[src/rtl/data_mem_arbiter.sv]
// rtl/data_mem_arbiter.sv - round-robin arbiter sharing one data memory between core and debug requesters
module data_mem_arbiter #(
    parameter int MEM_LAT = 1,
    parameter int AW      = 32
) (
    input  logic          clk,
    input  logic          rst,
    input  logic          c_req,
    input  logic          c_we,
    input  logic [AW-1:0] c_addr,
    input  logic [31:0]   c_wdata,
    output logic          c_done,
    output logic [31:0]   c_rdata,
    input  logic          d_req,
    input  logic          d_we,
    input  logic [AW-1:0] d_addr,
    input  logic [31:0]   d_wdata,
    output logic          d_done,
    output logic [31:0]   d_rdata,
    output logic          m_en,
    output logic          m_we,
    output logic [AW-1:0] m_addr,
    output logic [31:0]   m_wdata,
    input  logic [31:0]   m_rdata,
    output logic          core_stall
);

    localparam logic [2:0] LAT_LAST = 3'(MEM_LAT - 1);

    typedef enum logic [1:0] {IDLE, ACCESS, WAIT, DONE} state_t;

    state_t     state;
    state_t     state_nxt;
    logic       last;       // 0 = core, 1 = debug; doubles as the owner of the current transaction
    logic       we_q;
    logic [2:0] cnt;
    logic       grant;
    logic       grant_sel;
    logic       last_beat;

    assign last_beat = (state == WAIT) && (cnt == LAT_LAST);

    always_comb begin
        state_nxt = state;
        grant     = 1'b0;
        grant_sel = last;
        case (state)
            IDLE: begin
                if (c_req || d_req) begin
                    grant     = 1'b1;
                    grant_sel = (c_req && d_req) ? ~last : d_req;
                    state_nxt = ACCESS;
                end
            end
            ACCESS: state_nxt = we_q ? DONE : WAIT;
            WAIT: begin
                if (last_beat) begin
                    state_nxt = DONE;
                end
            end
            DONE: begin
                // The requester just served is ignored here, so the other side gets a turn.
                if (last ? c_req : d_req) begin
                    grant     = 1'b1;
                    grant_sel = ~last;
                    state_nxt = ACCESS;
                end else begin
                    state_nxt = IDLE;
                end
            end
            default: state_nxt = IDLE;
        endcase
    end

    always_ff @(posedge clk or negedge rst) begin
        if (!rst) begin
            state   <= IDLE;
            last    <= 1'b1;
            we_q    <= 1'b0;
            cnt     <= 3'd0;
            m_addr  <= '0;
            m_wdata <= 32'd0;
            c_rdata <= 32'd0;
            d_rdata <= 32'd0;
        end else begin
            state <= state_nxt;
            if (grant) begin
                last    <= grant_sel;
                we_q    <= grant_sel ? d_we    : c_we;
                m_addr  <= grant_sel ? d_addr  : c_addr;
                m_wdata <= grant_sel ? d_wdata : c_wdata;
            end
            if (state == ACCESS) begin
                cnt <= 3'd0;
            end else if (state == WAIT) begin
                cnt <= cnt + 3'd1;
            end
            if (last_beat) begin
                if (last) begin
                    d_rdata <= m_rdata;
                end else begin
                    c_rdata <= m_rdata;
                end
            end
        end
    end

    assign m_en       = (state == ACCESS);
    assign m_we       = m_en && we_q;
    assign c_done     = (state == DONE) && !last;
    assign d_done     = (state == DONE) && last;
    assign core_stall = c_req && !c_done;

endmodule

[config.mk]
export PLATFORM = sky130hd
export DESIGN_NAME = data_mem_arbiter
export DESIGN_NICKNAME = d
export VERILOG_FILES = /design/src/rtl/data_mem_arbiter.sv
export SDC_FILE = /design/constraint.sdc
export NUM_CORES = 1
export LEC_CHECK = 0
export BUFFER_PORTS_ARGS = -buffer_cell sky130_fd_sc_hd__buf_2
export CORE_UTILIZATION = 45
export CTS_CLUSTER_DIAMETER = 150
export DETAILED_ROUTE_END_ITERATION = 8
export HOLD_SLACK_MARGIN = 0.06
export PLACE_DENSITY = 0.77
export SLEW_MARGIN = 5
export SYNTH_ARGS = -nofsm -noshare
export SYNTH_HDL_FRONTEND = slang
export SYNTH_SLANG_ARGS = --single-unit
[constraint.sdc]
create_clock -name clk -period 2.45 [get_ports clk]
set_input_delay 0.245 -clock clk [delete_from_list [all_inputs] [get_ports clk]]
set_output_delay 0.245 -clock clk [all_outputs]
set_load 0.03 [all_outputs]
# Word-level counts from Yosys, hierarchy flattened
# Index checks and enable logic that the tools add are counted.
[op_classes]
n_eq_ne = 5
n_lt_le_gt_ge = 0
bitwise = 1
add_sub_neg = 1
n_reduce_logical = 15
n_shift = 0
mul = 0
muxes = 18
div = 0
[ops]
columns = ["op", "count"]
rows = [
  ["2-to-1 mux 32 bit", 2],
  ["2-to-1 mux 1 bit", 9],
  ["one-hot mux 2 bit (4 select lines)", 1],
  ["logical AND 1 bit", 6],
  ["2-to-1 mux 3 bit", 2],
  ["AND reduction 2 bit", 3],
  ["equality test 2 bit, second input constant", 2],
  ["2-to-1 mux 2 bit", 2],
  ["inequality test 2 bit, second input constant", 2],
  ["one-hot mux 1 bit (2 select lines)", 2],
  ["adder 3 x 1 -> 3 bit, second input constant", 1],
  ["zero test 3 bit", 1],
  ["equality test 2 x 1 -> 1 bit, second input constant", 1],
  ["zero test 1 bit", 2],
  ["zero test 2 bit", 1],
  ["nonzero test 2 bit", 1],
  ["logical OR 1 bit", 1],
  ["inverter 1 bit", 1],
]
[totals]
inputBits = 166
latch_bits = 0
output_inout_bits = 133
mem_count = 0
mem_bits_ro = 0
ff_bits = 135
mem_bits_rw = 0
elab_cells = 48

# Logic depth before layout (Yosys ltp)
[depth]
depth_word = 5
ltp_mapped = 9
ltp_nobuf = 6

# Worst setup path before layout
# No wires, ideal clock.
[synth_timing]
path_kind = "register to register"
startpoint = "register state[0]"
endpoint = "register m_addr[0]"
stages_incl_launch_ff = 9
slack_ps = 614
required_time_ps = 2377
setup_time_ps = 73
arrival_time_ps = 1763
synth_period_minus_slack_ps = 1836
path_buffers = 3
cell_sequence = "dfrtp_1 > inv_1 > ha_1 > buf_4 > nor4b_2 > buf_2 > clkbuf_2 > o21ai_0 > a2bb2oi_2"
[synth_via]
elab_chain_cells = 3
word_cells_on_any_way = 5
cone_classes = "eq/ne: 1; mux: 3; reduce/logical: 1"
[synth_lines]
columns = ["element", "line", "rtl"]
rows = [
  ["start: declaration", "32", "state_t state;"],
  ["start signal: assignment", "86", "state <= state_nxt;"],
  ["equality test 2 bit / zero test 2 bit (equally long branches)", "47", "case (state)"],
  ["one-hot mux 1 bit (2 select lines)", "47", ""],
  ["2-to-1 mux 32 bit", "90", "m_addr <= grant_sel ? d_addr : c_addr;"],
  ["end signal: assignment", "90", ""],
  ["end: declaration", "22", "output logic [AW-1:0] m_addr,"],
]
# Several ways; a longest one is shown, not always the timed one.
# A chain may end at the register's enable or synchronous reset.

# Worst setup path in the final report
[layout_timing]
startpoint = "register state[0]"
endpoint = "register m_wdata[8]"
[layout_via]
elab_chain_cells = 3
word_cells_on_any_way = 5
cone_classes = "eq/ne: 1; mux: 3; reduce/logical: 1"
[layout_lines]
columns = ["element", "line", "rtl"]
rows = [
  ["equality test 2 bit / zero test 2 bit (equally long branches)", "47", ""],
  ["one-hot mux 1 bit (2 select lines)", "47", ""],
  ["2-to-1 mux 32 bit", "91", "m_wdata <= grant_sel ? d_wdata : c_wdata;"],
  ["end signal: assignment", "91", ""],
  ["end: declaration", "23", "output logic [31:0] m_wdata,"],
]
# Several ways; a longest one is shown, not always the timed one.

==> flow_summary_export.csv <==
group,metric,value,unit
sta,fin_setup_tns,0,ps
run_status,outcome,"complete, no violations",
critical_path,path_class,"flop to flop",
power_and_ir_drop,clock_power_share,0.170,
power_and_ir_drop,peakVddDrop,909,uV
clocking,cts_buffers,17,
finish,multi_input_area,0.00328,mm2
finish,drive_gt1_frac,0.660,
detailed_routing,ant_nets,0,
finish,syn_to_final_growth,35.3,%
floorplanning,fp.dieW,126,um
synth,yosysSeqAreaShare,0.486,
synth,syn-num-nets,670,
clocking,clk_latency,410,ps
placement,place_congestion,0.798,
floorplanning,core_area,0.0151,mm2
sta,slew_violations,0,
synth,synth_edf_count,0,
sta,clock.fmax,0.452,GHz
global_routing,grt_usage,0.240,
power_and_ir_drop,p_sw,7.38,mW
finish,n_antenna_cell,0,
floorplanning,num_io_pins,299,
synth,netlist_area,0.00696,mm2
sta,finClkSkew,6.17,ps
worst_hold_path,min_path_type,"primary input to flop",
floorplanning,start_util,0.459,
power_and_ir_drop,p_comb_frac,0.573,
clocking,tritoncts_num_sinks,135,
synth,yosys_warnings,0,
clocking,root_buffer,"clkbuf_16",
clocking,clock_path_buffers,2,
placement,post-place-ws,273,ps
finish,fin_nets,955,
critical_path,r2r_slack,240,ps
power_and_ir_drop,power.density,1710,mW/mm2
clocking,clkSlewWorstSetupHoldPaths,60,ps
sta,hold_viol,0,
detailed_routing,post_drt_wl_per_cell,19.1,um
sta,worst_pin_slew,562,ps
critical_path,crit_arrival,2530,ps
synth,avgSynthCellArea,14.0,um2
floorplanning,die_h,126,um
detailed_routing,route.detailed.drc,0,
sta,finalCritPeriodShare,0.903,
critical_path,slowest_delay,470,ps
critical_path,cp_num_buf_inv,2,
detailed_routing,drt-pass1-iter-count,4,
sta,relSlewSlack,0.625,
clocking,h-tree-depth,4,
global_routing,grt.overflow.total,0,
synth,ys.flop_type,"dfrtp_1",
placement,portBuffers,298,
power_and_ir_drop,power.internal,8.72,mW
synth,synth_cell_types,38,
synth,ys_ff_latch,135,
global_routing,grt_max_degree,66,
sta,hold-worst-slack,82.2,ps
critical_path,cpMaxStageDelayCell,"ha_1",
critical_path,worstPathRequired,2770,ps
detailed_routing,num_vias,5615,
floorplanning,design.die.area,0.0160,mm2
synth,async_reset_ff_frac,1.00,
global_routing,grt_pass1_vias,5962,
synth,syn_inst,498,
sta,finalSetupViolations,0,
power_and_ir_drop,switching_share,0.458,
critical_path,cp_top_family,"buffers and inverters",
detailed_routing,wl,18800,um
power_and_ir_drop,leakage,4.10,nW
detailed_routing,drtIter0Drc,263,
critical_path,critPathMaxFanout,39,
sta,final.setup.worst_slack,237,ps
placement,hpwlAfterDp,12900,um
critical_path,cp-end-kind,"flop",
job,cap_violations,0,
clocking,postCtsSetupBuffers,0,
global_routing,antenna_found_initial,0,
critical_path,crit_chain,"inv_1 -> ha_1 -> nor4b_4 -> buf_4 -> o21ai_0 -> a2bb2oi_1",
finish,regArea,0.00338,mm2
power_and_ir_drop,pwr-share-seq,0.256,
finish,final_util,0.622,
critical_path,crit_path_start_kind,"flop",
sta,rsz0062_at_grt,"no",
clocking,cts_tree,"yes",
sta,min_period,2210,ps
finish,fillers,1161,
global_routing,grt_pass1_wl,30100,um
detailed_routing,viasPerCell,5.71,
floorplanning,rows,45,
## flip-flops by register name, indices dropped and copies added (netlist names), named ones only
register / cells
m_wdata: 32
d_rdata: 32
c_rdata: 32
m_addr: 32
we_q: 1
cnt: 3
state: 2
## layout make-up
class | count | area share
clock buffers | 19 | 0.0470
clock inverters | 13 | 0.0206
inverters | 6 | 0.00239
multi-input cells | 300 | 0.349
flip-flops and latches | 135 | 0.359
well taps | 188 | 0.0250
repair buffers | 323 | 0.197
## power by group through the flow
stage               Sequential [mW]  Clock [mW]  Combinational (mW)
finish                         4.13        2.74                9.24
global route                   4.26        2.91                9.80
global placement               4.10           0                9.14
CTS                            4.13        2.81                9.30
floorplan                      6.17           0                4.74
detailed placement             4.16           0                9.27
## cell usage in the layout (no fill, tap or decap), types with 13 or more instances in the layout
cell type	instances
buf_2	297
dfrtp_1	134
mux2_2	64
o21ai_0	61
a41oi_2	50
a2bb2oi_2	50
clkbuf_16	17
a41oi_1	15
a2bb2oi_1	15
buf_12	13
## synthesized netlist by cell type (2+ instances only)
| cell type | n | area [um2] |
|---|---|---|
| a2bb2oi_1 | 15 | 131 |
| a2bb2oi_2 | 51 | 766 |
| a41oi_1 | 15 | 131 |
| a41oi_2 | 50 | 813 |
| and2_1 | 2 | 12.5 |
| buf_2 | 31 | 155 |
| buf_4 | 2 | 15.0 |
| buf_6 | 12 | 135 |
| clkbuf_1 | 6 | 22.5 |
| clkbuf_2 | 5 | 25.0 |
| dfrtp_1 | 134 | 3350 |
| ha_1 | 6 | 75.1 |
| inv_1 | 5 | 18.8 |
| mux2_2 | 64 | 721 |
| nand2_1 | 3 | 11.3 |
| nand2b_1 | 2 | 12.5 |
| nor2_1 | 4 | 15.0 |
| nor2b_1 | 3 | 18.8 |
| o21ai_0 | 61 | 305 |
| o21ai_1 | 8 | 40.0 |
| o2bb2ai_1 | 2 | 17.5 |
## metrics by stage
step,power [mW],cells,instance area (um2)
after floorplan,10.9,498,6960
after global placement,13.2,948,8740
after detailed placement,13.4,948,8740
after CTS,16.2,984,9410
after global routing,17.0,984,9410
final,16.1,984,9410
## layer usage
layer  track usage  routed length (um)
met5             0                   0
met4        0.0673                 220
met3        0.0797                1410
met2         0.418                9280
met1         0.284                7890
## cell families (layout without fill, tap and decap cells)
| group | Yosys count | count (layout) | synth area share |
|---|---|---|---|
| compound gates | 206 | 206 | 0.321 |
| fa+ha+maj | 6 | 6 | 0.0108 |
| buf+inv | 63 | 361 | 0.0545 |
| flops | 135 | 135 | 0.486 |
| mux | 66 | 66 | 0.107 |
| simple gates | 22 | 22 | 0.0207 |
## final timing paths
check / from / to / cells past startpoint
worst min register to register: c_rdata[1] / c_rdata[1] / 1
max in group asynchronous: rst / d_rdata[6] / 3
min in group asynchronous: rst / d_rdata[30] / 2
worst max register to register: state[0] / m_wdata[8] / 6
worst max-delay path: state[0] / m_wdata[8] / 6
worst min-delay path: m_rdata[28] / c_rdata[28] / 2
## repair_timing
action	in CTS	in global routing
endpoints found under the hold margin	48	0
hold buffers	4	0
gates resized for setup	0	0
(Power assumes the default switching activity.)
